File: src/rtl/serial_pkg.sv
// Shared definitions for the serial transmit and receive stages.
// Frame: WORD_W data bits MSB first, then one delimiter bit.
package serial_pkg;

  localparam int WORD_W = 8;
  localparam int FRAME_BITS = 9;
  localparam logic DELIM_BIT = 1'b0;

  typedef enum logic {
    SEND_DATA,
    SEND_DELIM
  } tx_state_e;

  function automatic int cnt_w(input int n);
    return (n > 1) ? $clog2(n) : 1;
  endfunction

endpackage

File: src/rtl/serial_tx_fifo.sv
// Byte FIFO feeding the serial transmit frame loader.
// DEPTH must be a power of two so pointers wrap naturally.
module serial_tx_fifo
  import serial_pkg::*;
#(
  parameter int DEPTH = 4
) (
  input  logic                   clk,
  input  logic                   rst,
  input  logic                   i_push,
  input  logic [WORD_W-1:0]      i_data,
  input  logic                   i_pop,
  output logic [WORD_W-1:0]      o_data,
  output logic                   o_full,
  output logic                   o_empty,
  output logic [$clog2(DEPTH):0] o_count
);

  localparam int AW = $clog2(DEPTH);
  localparam logic [AW:0] FULL_CNT = (AW+1)'(DEPTH);

  logic [WORD_W-1:0] r_mem [DEPTH];
  logic [AW-1:0]     r_wr;
  logic [AW-1:0]     r_rd;
  logic [AW:0]       r_count;
  logic              w_push;
  logic              w_pop;

  assign o_full  = (r_count == FULL_CNT);
  assign o_empty = (r_count == '0);
  assign o_count = r_count;
  assign o_data  = r_mem[r_rd];

  // A full FIFO refuses pushes even if a pop frees a slot this cycle.
  assign w_push = i_push && !o_full;
  assign w_pop  = i_pop && !o_empty;

  always_ff @(posedge clk) begin
    if (w_push) r_mem[r_wr] <= i_data;
  end

  always_ff @(posedge clk or negedge rst) begin
    if (!rst) begin
      r_wr    <= '0;
      r_rd    <= '0;
      r_count <= '0;
    end else begin
      if (w_push) r_wr <= r_wr + 1'b1;
      if (w_pop)  r_rd <= r_rd + 1'b1;
      case ({w_push, w_pop})
        2'b10:   r_count <= r_count + 1'b1;
        2'b01:   r_count <= r_count - 1'b1;
        default: r_count <= r_count;
      endcase
    end
  end

endmodule

File: src/rtl/serial_transmit.sv
// Serializer: FIFO bytes out MSB first plus a delimiter bit,
// with fill frames whenever nothing is queued at a boundary.
module serial_transmit
  import serial_pkg::*;
#(
  parameter int                DEPTH        = 4,
  parameter int                CLKS_PER_BIT = 1,
  parameter logic [WORD_W-1:0] FILL_WORD    = 8'hA5
) (
  input  logic                   clk,
  input  logic                   rst,
  input  logic [WORD_W-1:0]      in_data,
  input  logic                   in_valid,
  output logic                   in_ready,
  output logic                   txd,
  output logic                   frame_start,
  output logic                   word_done,
  output logic [$clog2(DEPTH):0] fifo_count
);

  localparam int DW = cnt_w(CLKS_PER_BIT);
  localparam logic [DW-1:0] DIV_LAST = DW'(CLKS_PER_BIT - 1);
  localparam logic [3:0] LAST_DATA = 4'(WORD_W - 1);
  localparam logic [3:0] DELIM_CNT = 4'(FRAME_BITS - 1);

  tx_state_e         r_state;
  tx_state_e         w_state_nxt;
  logic [3:0]        r_bit_cnt;
  logic [DW-1:0]     r_div_cnt;
  logic [WORD_W-1:0] r_shift;
  logic              r_is_fill;

  logic              w_bit_end;
  logic              w_reload;
  logic              w_push;
  logic              w_pop;
  logic              w_full;
  logic              w_empty;
  logic [WORD_W-1:0] w_head;

  assign w_bit_end = (r_div_cnt == DIV_LAST);
  assign w_reload  = (r_state == SEND_DELIM) && w_bit_end;
  assign w_push    = in_valid && !w_full;
  assign w_pop     = w_reload && !w_empty;

  serial_tx_fifo #(
    .DEPTH(DEPTH)
  ) u_fifo (
    .clk    (clk),
    .rst    (rst),
    .i_push (w_push),
    .i_data (in_data),
    .i_pop  (w_pop),
    .o_data (w_head),
    .o_full (w_full),
    .o_empty(w_empty),
    .o_count(fifo_count)
  );

  always_ff @(posedge clk or negedge rst) begin
    if (!rst) r_state <= SEND_DATA;
    else      r_state <= w_state_nxt;
  end

  always_comb begin
    w_state_nxt = r_state;
    unique case (r_state)
      SEND_DATA: begin
        if (w_bit_end && (r_bit_cnt == LAST_DATA))
          w_state_nxt = SEND_DELIM;
      end
      SEND_DELIM: begin
        if (w_bit_end) w_state_nxt = SEND_DATA;
      end
      default: w_state_nxt = SEND_DATA;
    endcase
  end

  always_ff @(posedge clk or negedge rst) begin
    if (!rst) begin
      r_div_cnt <= '0;
      r_bit_cnt <= '0;
      r_shift   <= FILL_WORD;
      r_is_fill <= 1'b1;
    end else begin
      r_div_cnt <= w_bit_end ? '0 : r_div_cnt + 1'b1;
      if (w_reload) begin
        r_bit_cnt <= '0;
        r_shift   <= w_empty ? FILL_WORD : w_head;
        r_is_fill <= w_empty;
      end else if (w_bit_end) begin
        r_bit_cnt <= r_bit_cnt + 1'b1;
        if (r_state == SEND_DATA)
          r_shift <= {r_shift[WORD_W-2:0], 1'b0};
      end
    end
  end

  always_comb begin
    txd         = r_shift[WORD_W-1];
    frame_start = 1'b0;
    word_done   = 1'b0;
    in_ready    = !w_full;
    if (r_state == SEND_DELIM) txd = DELIM_BIT;
    frame_start = (r_bit_cnt == '0) && (r_div_cnt == '0);
    word_done   = w_reload && !r_is_fill
                  && (r_bit_cnt == DELIM_CNT);
  end

endmodule

File: config.mk
export PLATFORM = sky130hd
export DESIGN_NAME = serial_transmit
export DESIGN_NICKNAME = d
export VERILOG_FILES = /design/src/rtl/serial_pkg.sv /design/src/rtl/serial_tx_fifo.sv /design/src/rtl/serial_transmit.sv
export SDC_FILE = /design/constraint.sdc
export NUM_CORES = 1
export LEC_CHECK = 0
export ABC_AREA = 1
export BUFFER_PORTS_ARGS = -buffer_cell sky130_fd_sc_hd__buf_2
export CAP_MARGIN = 20
export CELL_PAD_IN_SITES_DETAIL_PLACEMENT = 1
export CELL_PAD_IN_SITES_GLOBAL_PLACEMENT = 2
export CORE_MARGIN = 5
export CORE_UTILIZATION = 41
export DETAILED_ROUTE_END_ITERATION = 8
export PLACE_DENSITY_LB_ADDON = 0.25
export SLEW_MARGIN = 20
export SYNTH_ARGS = -nofsm -noshare
export SYNTH_HDL_FRONTEND = slang
export SYNTH_SLANG_ARGS = --single-unit
File: constraint.sdc
create_clock -name clk -period 3.1 [get_ports clk]
set_clock_uncertainty 0.1 [all_clocks]
set_input_delay 0.31 -clock clk [delete_from_list [all_inputs] [get_ports clk]]
set_output_delay 0.31 -clock clk [all_outputs]
set_load 0.02 [all_outputs]
==> out/metrics.cfg, run 1 <==
[setup_path]
rrSetupSlack_ns=0.81
cp_slowest_cell=dfrtp_1
path_class=flip-flop to flip-flop
cp.required_ns=3.23
worstPathArrival_ns=2.42
worstSetupStartpointType=flip-flop
crit_chain=inv_1 -> a21oi_4 -> ha_1 -> inv_1 -> fa_1 -> nor2_1 -> nor2_1 -> nand2_1 -> xor2_1
critPathCaptureType=flip-flop
cp_slowest_stage_delay_ns=0.54
crit_path_max_fanout=12

[logic_synthesis]
yosysMostFrequentCell=nand2_1
ys_ff_latch=53
synth-edff-count=32
synthAdderAreaFrac_pct=4.671
syn_area_per_cell_sq_um=10.57
synth_compound_area_share_pct=1.575
synthCells=218
ys_seq_area_share_pct=64.80
synth_xor_xnor_area_share_pct=1.521
synth_common_cells=nand2_1 (53), inv_1 (36), edfxtp_1 (32), nand3_1 (26)
yosysWarnings=0
yosys.area_share.simple_pct=19.39
synth_top_area_share_pct=41.72
synth_top_area_cell=edfxtp_1
synth_top_family_by_area=simple AND/OR/NAND/NOR gates
netlist_area_sq_mm=0.002303
yosysUniqueCellTypes=23
postSynth.topFlopCell=edfxtp_1
synthMuxAreaShare_pct=0
synthArstFlopShare_pct=39.62
synth_area_leaders=edfxtp_1 (42%), dfrtp_1 (17%), nand2_1 (8.6%), inv_1 (5.9%), dfstp_2 (5.7%)
synth_nets=237

[power]
comb_power_share_pct=27.9
powerDensity_mw_per_mm2=787.6
leakage_nw=1.158
power_frac_seq_pct=52.7
clock_power_share_pct=19.3
swShare_pct=36.19
power.internal_w=0.001278
p_sw_w=0.0007247
ir_worst_vdd_mv=0.3767

[place]
gp_congestion=0.7656
portBuffers=17
post-dp-hpwl_microns=3115
place_area_sq_mm=0.002442

[sta]
worst_pin_slew_ns=0.8714
drv_slew=0
slew_headroom_pct=41.70
fmax_mhz=436.0
setup_viol=0
final.min_clock_period_ns=2.294
rsz0062_at_grt=no
whs_ns=0.1134
tns_ns=0
final.period_utilization_pct=73.99
hold_viol=0

[finish]
stdcell_area_sq_mm=0.002542
multi_input_area_sq_um=625.6
post_route_cells_drive_above_1_share_pct=16.74
fin_nets=257
fill_cells=638
num_antenna_cells=0
seq_area_sq_mm=0.001493
area_growth_pct=10.37

[clocking]
cts_buffer_depth=2
root_buffer=clkbuf_8
cts_buffers=5
clk_pin_slew_worst_paths_ns=0.10
htree_levels=2
postCtsSetupRepairBufs=0
cts_resized=0
tritoncts=yes
cts_sinks=53
ctsHoldBuffers=1
worstSkewPairLatency_ns=0.31

[drt]
drc_errors=0
viasPerCell=4.662
first_pass_iters=4
drt-initial-drc-count=44
num_vias=1450
wire_per_inst_microns=13.67
drt_wl_total_microns=4252
drtAntennaViolNets=0

[status]
status=completed

[floorplan]
rows=27
core_area_sq_mm=0.005473
dieArea_sq_mm=0.007217
die_x_microns=84.96
die_h_microns=84.96
pin_count=18
initial_core_util_pct=42.09

[global_routing]
grt_pass1_wl_microns=7231
grt_pass1_vias=1486
grt_max_degree=22
antenna_found_initial=0
gr-total-overflow=0
grt_usage_pct=12.90

[hold_path]
worstHoldPathType=input pin to flip-flop

[job]
maxCapViolations=0

[path summary, 6_finish.rpt]
kind | from | end | cells after the start
worst max-delay path | r_state | u_fifo.o_count[2] | 9
worst min-delay path | in_data[1] | u_fifo.r_mem[3][1] | 1
worst max register to register | r_state | u_fifo.o_count[2] | 9
worst min register to register | r_shift[3] | r_shift[4] | 2
max in group asynchronous | rst | r_is_fill | 2
min in group asynchronous | rst | r_shift[4] | 2
[metrics by stage]
stage	instances	util (%)	power, W	setup WS [ns]
finish	311	46.46	0.002002	0.8063
global placement	302	44.63	0.001636	0.9029
CTS	311	46.46	0.002041	0.7665
floorplan	218	-	0.001481	1.072
detailed placement	302	44.63	0.001651	0.8029
global route	311	46.46	0.002156	0.5641
[area by class of cell]
cell class / count / share of cell area, %
sequential: 53 / 58.71
multi-input combinational: 121 / 24.61
timing repair buffer: 18 / 3.740
clock inverter: 3 / 0.8366
inverter: 39 / 5.856
clock buffer: 5 / 2.707
tap: 72 / 3.543
[worst max-delay path, delay by kind of cell, from the launching register on]
| kind | cells | cell delay [ns] |
|---|---|---|
| AOI/OAI and AO/OA | 1 | 0.31 |
| xor gates and xnor gates | 1 | 0.15 |
| adders and majority gates | 2 | 0.58 |
| buffers and inverters | 2 | 0.29 |
| DFF | 1 | 0.54 |
| and+or+nand+nor | 3 | 0.26 |
[routing by layer]
layer | vias up | part of all wire [%] | global-route usage [%]
li1 | 722 | - | -
met1 | 699 | 45 | 16.14
met2 | 22 | 50 | 21.68
met3 | 7 | 3.6 | 3.010
met4 | 0 | 1.5 | 4.748
met5 | - | 0 | 0
[power by group through the flow]
| stage | clock network, W | logic (W) | registers, W |
|---|---|---|---|
| after detailed placement | 0 | 0.000576 | 0.00108 |
| final | 0.000387 | 0.000560 | 0.00106 |
| after CTS | 0.000402 | 0.000579 | 0.00106 |
| after global placement | 0 | 0.000568 | 0.00107 |
| after floorplan | 0 | 0.000457 | 0.00102 |
| after global routing | 0.000434 | 0.000645 | 0.00108 |
[kinds of logic after synthesis]
kind of cell	Yosys count
and+or+nand+nor	104
adders and majority gates	8
xor gates and xnor gates	4
buffers and inverters	44
DFF	53
AOI/OAI and AO/OA	5
[layout by cell type (no fill, tap or decap), types with 3 or more instances in the layout]
master,count
or2_2,3
edfxtp_1,32
xor2_1,3
dfrtp_1,16
dfstp_2,5
clkbuf_8,5
nor2_1,16
inv_1,36
nor3_1,3
ha_1,7
buf_2,17
nand3_1,26
nand2_1,53
[state kept, by name (all words and copies together) (netlist names)]
register        flops
u_fifo.r_rd         2
r_shift             8
r_bit_cnt           4
u_fifo.r_mem       32
u_fifo.o_count      3
r_is_fill           1
r_state             1
u_fifo.r_wr         2
Power figures use the tool's default switching activity.
==> run 2: changes to the inputs <==
--- a/config.mk
+++ b/config.mk
@@ -5,13 +5,13 @@
 export SDC_FILE = /design/constraint.sdc
 export NUM_CORES = 1
 export LEC_CHECK = 0
-export ABC_AREA = 1
+export ABC_AREA = 0
 export BUFFER_PORTS_ARGS = -buffer_cell sky130_fd_sc_hd__buf_2
 export CAP_MARGIN = 20
 export CELL_PAD_IN_SITES_DETAIL_PLACEMENT = 1
 export CELL_PAD_IN_SITES_GLOBAL_PLACEMENT = 2
 export CORE_MARGIN = 5
-export CORE_UTILIZATION = 41
+export CORE_UTILIZATION = 43
 export DETAILED_ROUTE_END_ITERATION = 8
 export PLACE_DENSITY_LB_ADDON = 0.25
 export SLEW_MARGIN = 20
==> constraint.sdc (replaced) <==
create_clock -name clk -period 2.19 [get_ports clk]
set_clock_uncertainty 0.1 [all_clocks]
set_input_delay 0.219 -clock clk [delete_from_list [all_inputs] [get_ports clk]]
set_output_delay 0.219 -clock clk [all_outputs]
set_load 0.02 [all_outputs]
==> out/metrics.cfg, run 2 <==
[hold_path]
hold_end=u_fifo.r_mem[3][0]  ; was u_fifo.r_mem[3][1]
worstHoldPathType=input pin to flip-flop  ; unchanged
hold_depth=1  ; unchanged
hp-start=in_data[0]  ; was in_data[1]

[floorplan]
die_x_microns=80.71  ; was 84.96 microns
rows=25  ; was 27
die_h_microns=80.71  ; was 84.96 microns
core_area_sq_mm=0.004786  ; was 0.005473 sq mm
dieArea_sq_mm=0.006513  ; was 0.007217 sq mm
pin_count=18  ; unchanged
initial_core_util_pct=44.92  ; was 42.09%

[finish]
fin_nets=179  ; was 257
post_route_cells_drive_above_1_share_pct=37.27  ; was 16.74%
largest_register_ffs=32  ; unchanged
final_cell_mix=edfxtp_1 (32), buf_2 (17), dfrtp_1 (14), inv_1 (10)  ; was nand2_1 (53), inv_1 (36), edfxtp_1 (32), nand3_1 (26), buf_2 (17)
area_growth_pct=14.96  ; was 10.37%
num_antenna_cells=0  ; unchanged
fill_cells=474  ; was 638
final_util_pct=51.63  ; was 46.46%
reg.largest.list=u_fifo.r_mem: 32 flops, r_shift: 8 flops, r_bit_cnt: 4 flops  ; unchanged
final_common_cell=edfxtp_1  ; was nand2_1
top_register=u_fifo.r_mem  ; unchanged

[logic_synthesis]
synth_top_area_share_pct=44.70  ; was 41.72%
syn_area_per_cell_sq_um=16.41  ; was 10.57 sq um
ys_seq_area_share_pct=69.44  ; was 64.80%
synth-edff-count=32  ; unchanged
synthCells=131  ; was 218
ys_ff_latch=53  ; unchanged
synth_area_leaders=edfxtp_1 (45%), dfrtp_1 (19%), mux4_2 (8.4%), dfstp_2 (6.1%), ha_1 (4.1%)  ; was edfxtp_1 (42%), dfrtp_1 (17%), nand2_1 (8.6%), inv_1 (5.9%), dfstp_2 (5.7%)
synth_top_area_cell=edfxtp_1  ; unchanged
postSynth.topFlopCell=edfxtp_1  ; unchanged
synth_nets=150  ; was 237
yosysMostFrequentCell=edfxtp_1  ; was nand2_1
synth_common_cells=edfxtp_1 (32), dfrtp_1 (16), inv_1 (12), mux4_2 (8)  ; was nand2_1 (53), inv_1 (36), edfxtp_1 (32), nand3_1 (26)
yosysWarnings=0  ; unchanged
synthArstFlopShare_pct=39.62  ; unchanged
netlist_area_sq_mm=0.002150  ; was 0.002303 sq mm
yosysUniqueCellTypes=28  ; was 23

[setup_path]
worstSetupStartpointType=flip-flop  ; unchanged
rr_startpoint=u_fifo.o_count[1]  ; was r_state
path_class=flip-flop to flip-flop  ; unchanged
rrSetupSlack_ns=0.06  ; was 0.81 ns
rr_endpoint=u_fifo.o_count[2]  ; unchanged
reg2regPathDepth=9  ; unchanged
cp.required_ns=2.31  ; was 3.23 ns
crit_path_max_fanout=4  ; was 12
startpoint=u_fifo.o_count[1]  ; was r_state
worstPathArrival_ns=2.25  ; was 2.42 ns
critPathCaptureType=flip-flop  ; unchanged

[clocking]
cts_buffers=5  ; unchanged
clk_pin_slew_worst_paths_ns=0.09  ; was 0.10 ns
htree_levels=2  ; unchanged
root_buffer=clkbuf_8  ; unchanged
cts_resized=0  ; unchanged
cts_buffer_depth=2  ; unchanged
cts_sinks=53  ; unchanged
tritoncts=yes  ; unchanged
worstSkewPairLatency_ns=0.30  ; was 0.31 ns

[drt]
drt-initial-drc-count=56  ; was 44
drt_wl_total_microns=3677  ; was 4252 microns
first_pass_iters=4  ; unchanged
viasPerCell=4.842  ; was 4.662
drtAntennaViolNets=0  ; unchanged
num_vias=1104  ; was 1450
wire_per_inst_microns=16.13  ; was 13.67 microns
drc_errors=0  ; unchanged

[power]
powerDensity_mw_per_mm2=1127  ; was 787.6 mW/mm^2
leakage_nw=0.9649  ; was 1.158 nW
ir_worst_vdd_mv=0.4988  ; was 0.3767 mV

[global_routing]
grt_pass1_vias=1238  ; was 1486
gr-total-overflow=0  ; unchanged
grt_max_degree=22  ; unchanged
grt_usage_pct=13.14  ; was 12.90%
grt_pass1_wl_microns=6189  ; was 7231 microns
antenna_found_initial=0  ; unchanged

[sta]
drv_slew=0  ; unchanged
hold_viol=0  ; unchanged
whs_ns=0.02979  ; was 0.1134 ns
setup_viol=0  ; unchanged
rsz0062_at_grt=yes  ; was no
fmax_mhz=470.5  ; was 436.0 MHz
worst_pin_slew_ns=0.4847  ; was 0.8714 ns
final.min_clock_period_ns=2.125  ; was 2.294 ns
slew_headroom_pct=67.69  ; was 41.70%
tns_ns=0  ; unchanged
final.period_utilization_pct=97.05  ; was 73.99%

[place]
post-dp-hpwl_microns=2582  ; was 3115 microns
portBuffers=17  ; unchanged
gp_congestion=0.7286  ; was 0.7656

[status]
status=completed  ; unchanged

[job]
maxCapViolations=0  ; unchanged

[run 2: worst max-delay path, stage by stage (launching register included)]
cell and delay (ns):
dfrtp_1 0.42, or3b_4 0.41, and2_4 0.16, inv_2 0.06
ha_4 0.13, inv_2 0.03, fa_2 0.33, xor2_1 0.15
nor2_1 0.12, xor2_1 0.14
[run 2: cell type report]
type	count	area, sq um	share of cell area [%]
inverter	13	48.80	1.975
timing repair buffer	26	155.1	6.278
multi-input combinational	61	605.6	24.51
clock buffer	6	72.57	2.937
sequential	53	1495	60.51
tap	67	83.83	3.392
clock inverter	2	10.01	0.4051
[run 2: worst max-delay path by stage]
stage	endpoint	slack (ns)
after floorplan	u_fifo.o_count[2]	-0.06
after detailed placement	u_fifo.o_count[2]	-0.01
final	u_fifo.o_count[2]	0.06
after CTS	u_fifo.o_count[2]	0.002
after global placement	u_fifo.o_count[2]	0.05
after global routing	u_fifo.o_count[2]	-0.05
[run 2: logic make-up after synthesis]
logic type / count (synthesis) / share of synthesized area [%]
xor gates and xnor gates: 8 / 3.259
buffers and inverters: 17 / 3.085
muxes: 11 / 10.07
AOI/OAI and AO/OA: 8 / 2.503
DFF: 53 / 69.44
and+or+nand+nor: 26 / 6.636
adders and majority gates: 8 / 5.006
[run 2: report_power, final]
part / switching, W / leakage, nW / total, W / internal, W
registers: 0.000131 / 0.540 / 0.00145 / 0.00132
logic: 0.000404 / 0.383 / 0.000813 / 0.000409
clock network: 0.000295 / 0.0411 / 0.000516 / 0.000221
total: 0.000830 / 0.965 / 0.00278 / 0.00195
[run 2: stage by stage]
step	power (W)	cell area, sq um	cells	setup slack (ns)
after CTS	0.002820	2464	227	0.001760
after detailed placement	0.002278	2356	216	-0.01290
after floorplan	0.002000	2167	131	-0.06128
final	0.002784	2471	228	0.06454
after global placement	0.002219	2356	216	0.04575
after global routing	0.002955	2471	228	-0.05114
[run 2: routing by layer]
metal	up-vias	routed length (microns)	part of all wire, %	global-route usage, %
met3	2	84	2.3	3.027
met1	571	1637	45	15.98
met2	14	1940	53	23.18
li1	517	-	-	-
met4	0	15	0.41	4.054
met5	-	0	0	0
[run 2: timing repair]
action,4_1_cts,5_1_grt
hold buffers,1,0
hold endpoints to repair,16,0
pin swaps,1,5
setup endpoints to repair,1,1
setup buffers,2,1
==> run 3: changes to the inputs <==
--- a/config.mk
+++ b/config.mk
@@ -17,4 +17,5 @@
 export SLEW_MARGIN = 20
 export SYNTH_ARGS = -nofsm -noshare
 export SYNTH_HDL_FRONTEND = slang
+export SYNTH_HIERARCHICAL = 1
 export SYNTH_SLANG_ARGS = --single-unit
==> out/metrics.cfg, run 3 <==
[finish]
largest_register_ffs=32  ; unchanged
area_growth_pct=16.53  ; was 14.96%
post_route_cells_drive_above_1_share_pct=45.73  ; was 37.27%
stdcell_area_sq_mm=0.002566  ; was 0.002471 sq mm
stdcell_count=234  ; was 228
top_register=u_fifo/r_mem  ; was u_fifo.r_mem
final_cell_mix=edfxtp_1 (32), buf_2 (17), dfrtp_1 (13), buf_4 (12)  ; was edfxtp_1 (32), buf_2 (17), dfrtp_1 (14), inv_1 (10)
final_common_cell=edfxtp_1  ; unchanged
fin_nets=182  ; was 179
final_util_pct=50.89  ; was 51.63%
reg.largest.list=u_fifo/r_mem: 32 flops, r_shift: 8 flops, r_bit_cnt: 4 flops  ; was u_fifo.r_mem: 32 flops, r_shift: 8 flops, r_bit_cnt: 4 flops
num_antenna_cells=0  ; unchanged

[logic_synthesis]
yosysMostFrequentCell=edfxtp_1  ; unchanged
yosysWarnings=6  ; was 0
ys_ff_latch=53  ; unchanged
syn_area_per_cell_sq_um=17.20  ; was 16.41 sq um
synthCells=128  ; was 131
synth_top_area_share_pct=43.64  ; was 44.70%
postSynth.topFlopCell=edfxtp_1  ; unchanged
ys_seq_area_share_pct=67.78  ; was 69.44%
netlist_area_sq_mm=0.002202  ; was 0.002150 sq mm
synthArstFlopShare_pct=39.62  ; unchanged
synth_nets=147  ; was 150
synth_top_area_cell=edfxtp_1  ; unchanged
synth-edff-count=32  ; unchanged
synth_common_cells=edfxtp_1 (32), dfrtp_1 (16), inv_1 (11), mux4_2 (8)  ; was edfxtp_1 (32), dfrtp_1 (16), inv_1 (12), mux4_2 (8)
synth_area_leaders=edfxtp_1 (44%), dfrtp_1 (18%), mux4_2 (8.2%), dfstp_2 (6.0%), ha_1 (4.0%)  ; was edfxtp_1 (45%), dfrtp_1 (19%), mux4_2 (8.4%), dfstp_2 (6.1%), ha_1 (4.1%)
yosysUniqueCellTypes=31  ; was 28

[status]
status=completed  ; unchanged

[clocking]
worstSkewPairLatency_ns=0.30  ; about the same
tritoncts=yes  ; unchanged
cts_buffer_depth=2  ; unchanged
root_buffer=clkbuf_8  ; unchanged
htree_levels=2  ; unchanged
cts_sinks=53  ; unchanged
clk_pin_slew_worst_paths_ns=0.09  ; about the same
cts_buffers=5  ; unchanged

[place]
dp_cells=219  ; was 216
gp_congestion=0.6913  ; was 0.7286
portBuffers=17  ; unchanged
place_area_sq_mm=0.002416  ; was 0.002356 sq mm
post-dp-hpwl_microns=2633  ; was 2582 microns

[setup_path]
cp_slowest_cell=dfrtp_2  ; was dfrtp_1
worstPathArrival_ns=2.23  ; was 2.25 ns
critPathCaptureType=flip-flop  ; unchanged
worstSetupStartpointType=flip-flop  ; unchanged
crit_path_max_fanout=4  ; unchanged
path_class=flip-flop to flip-flop  ; unchanged
cp_slowest_stage_delay_ns=0.45  ; was 0.42 ns
crit_chain=nor3b_4 -> nor2b_1 -> nor2b_4 -> inv_2 -> ha_2 -> inv_2 -> fa_2 -> xor2_1 -> nor2_1 -> xor2_1  ; was or3b_4 -> and2_4 -> inv_2 -> ha_4 -> inv_2 -> fa_2 -> xor2_1 -> nor2_1 -> xor2_1
cp.required_ns=2.31  ; about the same

[drt]
num_vias=1108  ; was 1104
drc_errors=0  ; unchanged
wire_per_inst_microns=15.74  ; was 16.13 microns
viasPerCell=4.735  ; was 4.842
drt_wl_total_microns=3684  ; was 3677 microns
drtAntennaViolNets=0  ; unchanged
drt-initial-drc-count=33  ; was 56
first_pass_iters=4  ; unchanged

[power]
p_sw_w=0.0008758  ; was 0.0008299 W
leakage_nw=1.010  ; was 0.9649 nW
power.internal_w=0.002024  ; was 0.001954 W
power_frac_seq_pct=52.2  ; about the same
swShare_pct=30.20  ; was 29.80%
comb_power_share_pct=30.0  ; was 29.2%
clock_power_share_pct=17.8  ; was 18.5%
ir_worst_vdd_mv=0.5449  ; was 0.4988 mV
powerDensity_mw_per_mm2=1130  ; was 1127 mW/mm^2

[job]
maxCapViolations=0  ; unchanged

[floorplan]
rows=26  ; was 25
pin_count=18  ; unchanged
dieArea_sq_mm=0.006652  ; was 0.006513 sq mm
die_x_microns=81.56  ; was 80.71 microns
initial_core_util_pct=43.67  ; was 44.92%
core_area_sq_mm=0.005042  ; was 0.004786 sq mm
die_h_microns=81.56  ; was 80.71 microns

[sta]
hold_viol=0  ; unchanged
fmax_mhz=473.2  ; was 470.5 MHz
final.min_clock_period_ns=2.113  ; was 2.125 ns
setup_viol=0  ; unchanged
final.period_utilization_pct=96.50  ; was 97.05%
slew_headroom_pct=64.85  ; was 67.69%
worst_pin_slew_ns=0.5273  ; was 0.4847 ns
drv_slew=0  ; unchanged

[global_routing]
grt_usage_pct=12.68  ; was 13.14%
grt_pass1_wl_microns=6099  ; was 6189 microns
grt_pass1_vias=1206  ; was 1238
gr-total-overflow=0  ; unchanged
grt_max_degree=22  ; unchanged
antenna_found_initial=0  ; unchanged

[hold_path]
worstHoldPathType=input pin to flip-flop  ; unchanged

[run 3: cell count changes in the layout (fill, tap and decap cells not counted), moves of 3 or more]
cell / delta
and3_2: -4
and2_2: +4
a22o_2: +3
o21ai_0: -4
buf_4: +4
nand2_1: -4
nor3_1: -3
[run 3: timing repair]
action                                  4_1_cts  5_1_grt
buffers inserted                              1        5
hold buffers                                  1        0
pin swaps                                     0        6
endpoints found under the setup margin        1        1
hold endpoints to repair                     16        0
gates resized for setup                       0        6
[run 3: per-stage QoR]
step	hold WS [ns]	setup slack, ns	power, W	TNS [ns]
after floorplan	-0.1766	0.01792	0.002073	0
after global placement	0.09849	0.1073	0.002312	0
after detailed placement	0.1055	0.01530	0.002356	0
after CTS	0.01635	0.02706	0.002900	0
after global routing	0.01499	-0.01854	0.003098	-0.01854
final	0.02917	0.07666	0.002900	0
[run 3: kinds of logic after synthesis]
kind of cell	synth area share, %
AO/OA/AOI/OAI	3.409
XOR/XNOR	2.784
adder cells (fa/ha/maj)	4.886
buffers and inverters	2.784
flip-flops	67.78
multiplexers	10.34
AND/OR/NAND/NOR	8.011
[run 3: critical path, delay by kind of cell, from the launching register on]
kind	cells	cell delay (ns)
buffers and inverters	2	0.08
xor gates and xnor gates	2	0.31
DFF	1	0.45
adders and majority gates	2	0.52
and+or+nand+nor	4	0.57
[run 3: routing by layer]
| layer | up-vias | routed length [microns] | GRT usage (%) |
|---|---|---|---|
| met3 | 5 | 121 | 3.728 |
| li1 | 527 | - | - |
| met4 | 0 | 44 | 3.547 |
| met2 | 15 | 2010 | 22.15 |
| met5 | - | 0 | 0 |
| met1 | 561 | 1507 | 15.18 |
[run 3: power groups by stage]
stage / sequential, W / clock (W) / combinational [W]
after floorplan: 0.00148 / 0 / 0.000596
after global placement: 0.00154 / 0 / 0.000776
after detailed placement: 0.00155 / 0 / 0.000802
after CTS: 0.00153 / 0.000541 / 0.000831
after global routing: 0.00155 / 0.000591 / 0.000957
final: 0.00151 / 0.000516 / 0.000870
[run 3: cell type report]
type	count	area [sq um]
Multi-Input combinational cell	61	658.1
Inverter	11	41.29
Sequential cell	53	1496
Fill cell	496	2476
Clock buffer	5	68.82
Tap cell	70	87.58
Clock inverter	3	17.52
Timing Repair Buffer	31	196.4
[run 3: path summary, 6_finish.rpt]
path | from | to | slack [ns] | cells after the start
max reg2reg | u_fifo/o_count[1] | u_fifo/o_count[2] | 0.08 | 10
min reg2reg | r_shift[1] | r_shift[2] | 0.38 | 1
max in group asynchronous | rst | r_shift[5] | 1.34 | 2
min | in_data[6] | u_fifo/r_mem[3][6] | 0.03 | 1
max | u_fifo/o_count[1] | u_fifo/o_count[2] | 0.08 | 10
min in group asynchronous | rst | r_bit_cnt[0] | 0.30 | 2
